===== src/rtl/ring_decoder.sv =====
// ring_decoder
//   Receive-side checker for a WIDTH-bit one-hot ring counter. On every clock
//   edge with en=1 it samples ring_in, converts a one-hot word to a binary
//   position index and checks that the word follows the ring's rotation order
//   (index+1 mod WIDTH). A lock state machine (UNLOCKED / ACQUIRE / LOCKED)
//   qualifies the sequence. Sequence faults seen while LOCKED raise err_pulse
//   and bump a saturating error counter.
//
// Ports
//   clk        rising-edge clock, the only clock
//   clr_n      asynchronous active-low reset
//   en         sample enable; ring_in is evaluated only on edges with en=1
//   ring_in    WIDTH-bit ring word from the counter
//   idx        position of the last valid one-hot word (hot bit b -> WIDTH-1-b)
//   idx_valid  last sampled word was exactly one-hot
//   locked     sequence lock established
//   wrap       one-cycle pulse: locked, in-order step from WIDTH-1 to 0
//   err_pulse  one-cycle pulse: sequence fault while locked
//   err_cnt    saturating count of err_pulse events (cleared only by reset)
//
// All outputs come straight from flops; there is no combinational path from
// any input to any output.

module ring_decoder #(
  parameter  int WIDTH    = 4,
  parameter  int LOCK_CNT = 3,
  parameter  int ERR_W    = 8,
  localparam int IW       = $clog2(WIDTH)
) (
  input  logic             clk,
  input  logic             clr_n,
  input  logic             en,
  input  logic [WIDTH-1:0] ring_in,
  output logic [IW-1:0]    idx,
  output logic             idx_valid,
  output logic             locked,
  output logic             wrap,
  output logic             err_pulse,
  output logic [ERR_W-1:0] err_cnt
);

  // good_cnt must be able to hold the value LOCK_CNT itself.
  localparam int GW = $clog2(LOCK_CNT + 1);

  localparam logic [GW-1:0]    GOOD_MAX = GW'(LOCK_CNT);
  localparam logic [GW-1:0]    GOOD_ONE = GW'(32'd1);
  localparam logic [IW-1:0]    IDX_LAST = IW'(WIDTH - 1);
  localparam logic [IW-1:0]    IDX_ONE  = IW'(32'd1);
  localparam logic [ERR_W-1:0] ERR_MAX  = {ERR_W{1'b1}};
  localparam logic [ERR_W-1:0] ERR_ONE  = ERR_W'(32'd1);

  typedef enum logic [1:0] {
    ST_UNLOCKED = 2'd0,
    ST_ACQUIRE  = 2'd1,
    ST_LOCKED   = 2'd2
  } state_e;

  // ---------------------------------------------------------------------------
  // Helpers
  // ---------------------------------------------------------------------------

  // True when exactly one bit of the word is set.
  function automatic logic is_one_hot(input logic [WIDTH-1:0] w);
    int unsigned n;
    n = 32'd0;
    for (int b = 0; b < WIDTH; b++) begin
      if (w[b]) begin
        n = n + 32'd1;
      end else begin
        n = n;
      end
    end
    return (n == 32'd1);
  endfunction

  // Hot bit at position b maps to index WIDTH-1-b (MSB is position 0).
  // Only meaningful when the word is one-hot.
  function automatic logic [IW-1:0] hot_to_idx(input logic [WIDTH-1:0] w);
    logic [IW-1:0] r;
    r = '0;
    for (int b = 0; b < WIDTH; b++) begin
      if (w[b]) begin
        r = IW'(WIDTH - 1 - b);
      end else begin
        r = r;
      end
    end
    return r;
  endfunction

  // Successor in rotation order; explicit wrap keeps non-power-of-2 widths right.
  function automatic logic [IW-1:0] next_idx(input logic [IW-1:0] i);
    if (i == IDX_LAST) begin
      return '0;
    end else begin
      return i + IDX_ONE;
    end
  endfunction

  // ---------------------------------------------------------------------------
  // State
  // ---------------------------------------------------------------------------
  // idx_q doubles as the "previous valid index": both update only on enabled
  // one-hot samples and reset to 0, so a separate prev register would always
  // equal idx_q.
  state_e           state_q,     state_d;
  logic [GW-1:0]    good_cnt_q,  good_cnt_d;
  logic [IW-1:0]    idx_q,       idx_d;
  logic             idx_valid_q, idx_valid_d;
  logic             locked_q,    locked_d;
  logic             wrap_q,      wrap_d;
  logic             err_pulse_q, err_pulse_d;
  logic [ERR_W-1:0] err_cnt_q,   err_cnt_d;

  logic          oh_s;
  logic [IW-1:0] sample_idx_s;
  logic          in_order_s;
  logic [GW-1:0] good_inc_s;

  // Decode the incoming word and compare it with the expected successor.
  always_comb begin
    oh_s         = is_one_hot(ring_in);
    sample_idx_s = hot_to_idx(ring_in);
    in_order_s   = (sample_idx_s == next_idx(idx_q));
    if (good_cnt_q == GOOD_MAX) begin
      good_inc_s = good_cnt_q;
    end else begin
      good_inc_s = good_cnt_q + GOOD_ONE;
    end
  end

  // Next-state logic: lock FSM, index capture, pulses and error counter.
  always_comb begin
    state_d     = state_q;
    good_cnt_d  = good_cnt_q;
    idx_d       = idx_q;
    idx_valid_d = idx_valid_q;
    wrap_d      = 1'b0;
    err_pulse_d = 1'b0;
    err_cnt_d   = err_cnt_q;

    if (en) begin
      idx_valid_d = oh_s;
      if (oh_s) begin
        idx_d = sample_idx_s;
      end else begin
        idx_d = idx_q;
      end

      case (state_q)
        ST_UNLOCKED: begin
          // Any one-hot word starts a new run; order is irrelevant here.
          if (oh_s) begin
            state_d    = ST_ACQUIRE;
            good_cnt_d = GOOD_ONE;
          end else begin
            state_d    = ST_UNLOCKED;
            good_cnt_d = '0;
          end
        end

        ST_ACQUIRE: begin
          if (!oh_s) begin
            state_d    = ST_UNLOCKED;
            good_cnt_d = '0;
          end else if (in_order_s) begin
            good_cnt_d = good_inc_s;
            if (good_inc_s == GOOD_MAX) begin
              state_d = ST_LOCKED;
            end else begin
              state_d = ST_ACQUIRE;
            end
          end else begin
            // Out of order: this word becomes the first of a new run.
            state_d    = ST_ACQUIRE;
            good_cnt_d = GOOD_ONE;
          end
        end

        ST_LOCKED: begin
          if (!oh_s) begin
            err_pulse_d = 1'b1;
            state_d     = ST_UNLOCKED;
            good_cnt_d  = '0;
          end else if (in_order_s) begin
            state_d    = ST_LOCKED;
            good_cnt_d = good_inc_s;
            wrap_d     = (sample_idx_s == '0);
          end else begin
            err_pulse_d = 1'b1;
            state_d     = ST_ACQUIRE;
            good_cnt_d  = GOOD_ONE;
          end
        end

        default: begin
          // Unreachable encoding: fall back to a clean unlocked state.
          state_d    = ST_UNLOCKED;
          good_cnt_d = '0;
        end
      endcase

      if (err_pulse_d && (err_cnt_q != ERR_MAX)) begin
        err_cnt_d = err_cnt_q + ERR_ONE;
      end else begin
        err_cnt_d = err_cnt_q;
      end
    end else begin
      // Disabled edge: everything holds, pulses stay low.
      wrap_d      = 1'b0;
      err_pulse_d = 1'b0;
    end

    locked_d = (state_d == ST_LOCKED);
  end

  // All state and output registers, cleared asynchronously by clr_n.
  always_ff @(posedge clk or negedge clr_n) begin
    if (!clr_n) begin
      state_q     <= ST_UNLOCKED;
      good_cnt_q  <= '0;
      idx_q       <= '0;
      idx_valid_q <= 1'b0;
      locked_q    <= 1'b0;
      wrap_q      <= 1'b0;
      err_pulse_q <= 1'b0;
      err_cnt_q   <= '0;
    end else begin
      state_q     <= state_d;
      good_cnt_q  <= good_cnt_d;
      idx_q       <= idx_d;
      idx_valid_q <= idx_valid_d;
      locked_q    <= locked_d;
      wrap_q      <= wrap_d;
      err_pulse_q <= err_pulse_d;
      err_cnt_q   <= err_cnt_d;
    end
  end

  assign idx       = idx_q;
  assign idx_valid = idx_valid_q;
  assign locked    = locked_q;
  assign wrap      = wrap_q;
  assign err_pulse = err_pulse_q;
  assign err_cnt   = err_cnt_q;

endmodule


===== config.mk =====
export PLATFORM = sky130hd
export DESIGN_NAME = ring_decoder
export DESIGN_NICKNAME = d
export VERILOG_FILES = /design/src/rtl/ring_decoder.sv
export SDC_FILE = /design/constraint.sdc
export NUM_CORES = 1
export LEC_CHECK = 0
export CELL_PAD_IN_SITES_DETAIL_PLACEMENT = 1
export CELL_PAD_IN_SITES_GLOBAL_PLACEMENT = 1
export CORE_MARGIN = 2
export CORE_UTILIZATION = 39
export CTS_CLUSTER_SIZE = 25
export DETAILED_ROUTE_END_ITERATION = 10
export PLACE_DENSITY = 0.81
export SETUP_SLACK_MARGIN = 0.05
export SYNTH_ARGS = -nofsm -noshare
export SYNTH_HDL_FRONTEND = slang
export SYNTH_SLANG_ARGS = --single-unit
export TNS_END_PERCENT = 20

===== constraint.sdc =====
create_clock -name clk -period 2.1 [get_ports clk]
set_clock_uncertainty 0.05 [all_clocks]
set_input_delay 0.21 -clock clk [delete_from_list [all_inputs] [get_ports clk]]
set_output_delay 0.21 -clock clk [all_outputs]
set_load 0.01 [all_outputs]

# Word level (Yosys, flattened, before mapping)
# Cells that the tools add are included.
[op_classes]
n_addsub = 6
mul = 0
div_mod_pow = 0
n_lt_le_gt_ge = 0
eq_ne = 9
shift = 0
mux = 30
n_bitwise = 0
reduce_logical = 6
[ops]
columns = ["cell", "n"]
rows = [
  ["$add 32x1->32 const B", 3],
  ["$mux 32", 3],
  ["$eq 32x1->1 const B", 1],
  ["$mux 2", 14],
  ["$mux 1", 11],
  ["$eq 2x2->1 const B", 5],
  ["$add 8x1->8 const B", 1],
  ["$ne 8x8->1 const B", 1],
  ["$pmux 2 s3", 1],
  ["$add 2x1->2 const B", 2],
  ["$logic_not 2->1", 2],
  ["$pmux 2 s2", 1],
  ["$reduce_and 2->1", 2],
  ["$eq 2x1->1 const B", 1],
  ["$eq 2x2->1", 1],
  ["$reduce_or 2->1", 1],
  ["$logic_and 1x1->1", 1],
]
[word_totals]
ff_bits = 18
latch_bits = 0
ramBits = 0
rom_bits = 0
elab_cells = 59
mem_count = 0

# Logic depth before layout (Yosys ltp)
# Gate-level depths: netlist (run 1).
[depth]
ltp_word = 13
depth_mapped = 10
depth_no_buf = 9

# Worst setup path before layout (run 1)
# Ideal clock, no wire load.
[synth_path]
path_type = "in2reg"
start = "input port ring_in[0]"
end = "register locked_q (netlist: locked)"
setup_ns = 0.080
arrival_time_ns = 2.197
required_ns = 1.970
setup_slack_ns = -0.227
stages = 9
cell_sequence = "inv_1 ha_1 xor2_1 ha_1 or2b_1 a21oi_1 o211ai_2 or4_4 o22ai_2"
[synth_between]
elab_chain_cells = 12
elab_cells_between_ends = 21
classes_between = "add/sub (3); eq/ne (3); mux (15)"
[synth_rtl]
columns = ["item", "line_no", "text"]
rows = [
  ["from (decl)", "33", "input logic [WIDTH-1:0] ring_in,"],
  ["$mux 1", "67", "if (w[b]) begin"],
  ["$add 32x1->32", "68", "n = n + 32'd1;"],
  ["$mux 32", "67", ""],
  ["$add 32x1->32", "68", ""],
  ["$mux 32", "67", ""],
  ["$add 32x1->32", "68", ""],
  ["$mux 32", "67", ""],
  ["$eq 32x1->1", "73", "return (n == 32'd1);"],
  ["$mux 2 (tied with other cells)", "181", "if (!oh_s) begin"],
  ["$pmux 2 s3 (*)", "150", "case (state_q)"],
  ["$mux 2 (*)", "142", "if (en) begin"],
  ["$eq 2x2->1 (*)", "214", "locked_d = (state_d == ST_LOCKED);"],
  ["via locked_d", "110", "logic locked_q, locked_d;"],
  ["to (signal assigned)", "233", "locked_q <= locked_d;"],
  ["to (decl)", "110", ""],
]
# The timed path passes the listed nets; every way through them passes the cells marked *.
# A chain may end at the register's enable or synchronous reset.

# Worst setup path in the final report (run 1)
# Ends and elaborated chain as after synthesis.

==> flow_metrics.tcl, run 1 <==
set metrics [dict create \
    ctsHoldBuffers 0 \
    share_of_async_settable_or_async_resettable_flops_after_synthesis 1.00 \
    synth.most_common_cell "sky130_fd_sc_hd__dfrtp_1" \
    synth.yosys.seq_area_share 0.394 \
    number_of_enable_flip_flop_cells_after_synthesis 0 \
    tightestPinTransition_ps 396 \
    ys_ff_latch 18 \
    syn_area_per_cell_um2 9.76 \
    synth_compound_area_frac 0.148 \
    tritoncts "done" \
    timing_worst_setup_path_type "primary input to register" \
    fp.dieH_um 58.1 \
    viasPerCell 5.38 \
    power.leakage_nw 0.688 \
    clock_tree.htree_level_count 1 \
    grt_setup_unrepaired "no" \
    ios 21 \
    achievable-frequency_mhz 518 \
    synth_nets 134 \
    placement.io_buffers 20 \
    power_per_cell_area_mw_per_mm2 595 \
    remaining_drc_errors 0 \
    worst_hold_path_type "primary input to async pin" \
    gr-usage-all-layers 0.193 \
    combinational_family_with_the_most_area_after_synthesis "simple AND/OR/NAND/NOR gates" \
    dr_total_vias 984 \
    root_buffer_cell "sky130_fd_sc_hd__clkbuf_4" \
    irDropWorstVdd_v 0.000498 \
    diodes 0 \
    router_iterations_before_antenna_repair 4 \
    rows 19 \
    hold-worst-slack_ps 176 \
    grt_pass1_wl_um 4950 \
    finalNetCount 170 \
    timing.final.crit_share 0.918 \
    design.die.area_mm2 0.00338 \
    cp_data_required_time_ps 2280 \
    synth-main-ff-cell "sky130_fd_sc_hd__dfrtp_1" \
    max_cap_violations 0 \
    post-layout-total-power_uw 918 \
    synth_top_area_cell "sky130_fd_sc_hd__dfrtp_1" \
    fin_cells 183 \
    drt-initial-drc-count 14 \
    core-area_mm2 0.00278 \
    cts_made_buffers 3 \
    detailedPlacementHpwl_um 2190 \
    globalplace.congestion 0.795 \
    muxShareOfSynthArea 0.0285 \
    ys_warn_count 0 \
    end_kind "register" \
    synthTopCellsByArea "sky130_fd_sc_hd__dfrtp_1 39%, sky130_fd_sc_hd__ha_1 11%, sky130_fd_sc_hd__xnor2_1 6.1%" \
    synthToLayoutAreaGrowth_pct 35.2 \
    grt_antenna_before_repair 0 \
    numClockSinks 18 \
    clock_latency_ps 300 \
    congestion_overflow_gr 0 \
    synth_adder_area_share 0.110 \
    yosys.area_share.xor_xnor 0.0843 \
    timing.critical_path.from_type "primary input" \
    timing.max_slew.rel_slack 0.733 \
    post_synth_most_frequent_cells "18 x sky130_fd_sc_hd__dfrtp_1, 10 x sky130_fd_sc_hd__ha_1, 9 x sky130_fd_sc_hd__nand2_1, 8 x sky130_fd_sc_hd__inv_1, 8 x sky130_fd_sc_hd__xnor2_1" \
    clk_pin_slew_ps 110 \
    cts.path.max_buffers 2 \
    post_route_cells_drive_above_1_share 0.230 \
    die_w_um 58.1 \
    min_period_ps 1930 \
    critical_path.max_fanout 3 \
    post_synth_num_cell_types 37 \
    via_count_of_the_first_global_routing_pass 1089 \
    finalHoldViolCount 0 \
    antenna_violation_net_count_after_detailed_routing 0 \
    cell_area_synth_mm2 0.00114 \
    status "finished clean" \
    fillerInstances 322 \
    synthCells 117 \
    routedWlPerCell_um 15.1 \
    post_synth_and_or_nand_nor_area_fraction 0.189 \
    placed_cells_incl_taps 179 \
    final_util 0.555 \
    initial_utilization 0.411 \
    drv_slew 0 \
    largest_net_degree_at_the_start_of_global_routing 19 \
    arrival_ps 2110 \
    synth_top_cell_area_share 0.394 \
    postRouteWirelength_um 2760 \
    timing.final.setup_violations 0 \
]
cell families (layout without fill, tap and decap cells):
kind of cell / after synthesis / in the layout
xor gates and xnor gates: 11 / 11
AOI/OAI and AO/OA: 23 / 23
adders and majority gates: 10 / 10
DFF: 18 / 18
and+or+nand+nor: 39 / 39
buffers and inverters: 13 / 48
muxes: 3 / 3
placed cells by master, fill, tap and decap left out, types with 2 or more instances in the layout:
cell type / n
sky130_fd_sc_hd__dfrtp_1: 18
sky130_fd_sc_hd__clkdlybuf4s50_1: 17
sky130_fd_sc_hd__buf_4: 15
sky130_fd_sc_hd__nand2_1: 9
sky130_fd_sc_hd__ha_1: 9
sky130_fd_sc_hd__xnor2_1: 8
sky130_fd_sc_hd__inv_1: 6
sky130_fd_sc_hd__nand3_1: 6
sky130_fd_sc_hd__a21oi_1: 6
sky130_fd_sc_hd__nor2_1: 5
sky130_fd_sc_hd__a31oi_1: 4
sky130_fd_sc_hd__xor2_1: 3
sky130_fd_sc_hd__o21ai_0: 3
sky130_fd_sc_hd__nor3_1: 3
sky130_fd_sc_hd__nand4_1: 3
sky130_fd_sc_hd__clkbuf_4: 3
sky130_fd_sc_hd__nor2b_1: 2
sky130_fd_sc_hd__o21a_1: 2
sky130_fd_sc_hd__and2_1: 2
sky130_fd_sc_hd__mux2_2: 2
per-stage QoR:
step / TNS (ps) / cell area, um^2 / setup WS (ps)
final: 0 / 1540 / 171
after global routing: 0 / 1540 / 57.5
after CTS: 0 / 1550 / 63.9
after detailed placement: -9810 / 1500 / -682
after global placement: -8590 / 1500 / -621
after floorplan: -39.4 / 1170 / -33.1
routing by layer:
layer	routed length, um	GRT usage
met5	0	0
met4	17	0.0498
met3	61	0.0402
met2	1480	0.352
met1	1200	0.229
cell type report:
class / instances / area [um^2] / area share
sequential: 18 / 450 / 0.292
clock buffer: 4 / 36.3 / 0.0235
multi-input combinational: 86 / 656 / 0.425
timing repair buffer: 35 / 314 / 0.203
inverter: 9 / 48.8 / 0.0316
tap: 31 / 38.8 / 0.0251
worst max-delay path: stages:
cell,delay (ps)
sky130_fd_sc_hd__buf_6,100
sky130_fd_sc_hd__inv_4,50
sky130_fd_sc_hd__ha_4,200
sky130_fd_sc_hd__xor2_1,160
sky130_fd_sc_hd__ha_1,270
sky130_fd_sc_hd__or2b_1,230
sky130_fd_sc_hd__a21oi_2,150
sky130_fd_sc_hd__o211ai_2,100
sky130_fd_sc_hd__or4_4,530
sky130_fd_sc_hd__o22ai_2,110
where the power goes:
part / leakage (nW) / switching [mW] / internal [mW] / total (mW)
logic: 0.420 / 0.150 / 0.155 / 0.305
registers: 0.247 / 0.0234 / 0.370 / 0.394
clock network: 0.0210 / 0.113 / 0.106 / 0.219
total: 0.688 / 0.287 / 0.631 / 0.918
path summary, 6_finish.rpt:
check,from,to,slack (ps),cells after the start
worst min register to register,idx_valid$_DFFE_PN0P_,idx_valid$_DFFE_PN0P_,480,2
worst max-delay path,ring_in[0],locked$_DFF_PN0_,170,10
worst min-delay path,clr_n,state_q[0]$_DFF_PN0_,180,2
min in group clk,ring_in[2],wrap$_DFF_PN0_,430,5
worst max register to register,idx[0]$_DFFE_PN0P_,locked$_DFF_PN0_,190,6
max in group asynchronous,clr_n,err_cnt[1]$_DFFE_PN0P_,1630,2
timing repair:
item | in CTS | in global routing
endpoints found under the setup margin | 18 | 7
gates cloned | 0 | 0
gates resized for setup | 10 | 6
buffers inserted | 1 | 0
pin swaps | 4 | 3
registers in the layout, summed over array words and instances, names as in the netlist:
register / flops
err_pulse: 1
idx: 2
wrap: 1
good_cnt_q: 2
err_cnt: 8
locked: 1
state_q: 2
idx_valid: 1
(Power assumes the default switching activity.)
==> inputs of run 2 (changes only) <==
Settings changed: GPL_ROUTABILITY_DRIVEN set to 0, SLEW_MARGIN set to 20.
==> results of run 2 <==
No change in the layout: final DEF, timing and power equal those of run 1.
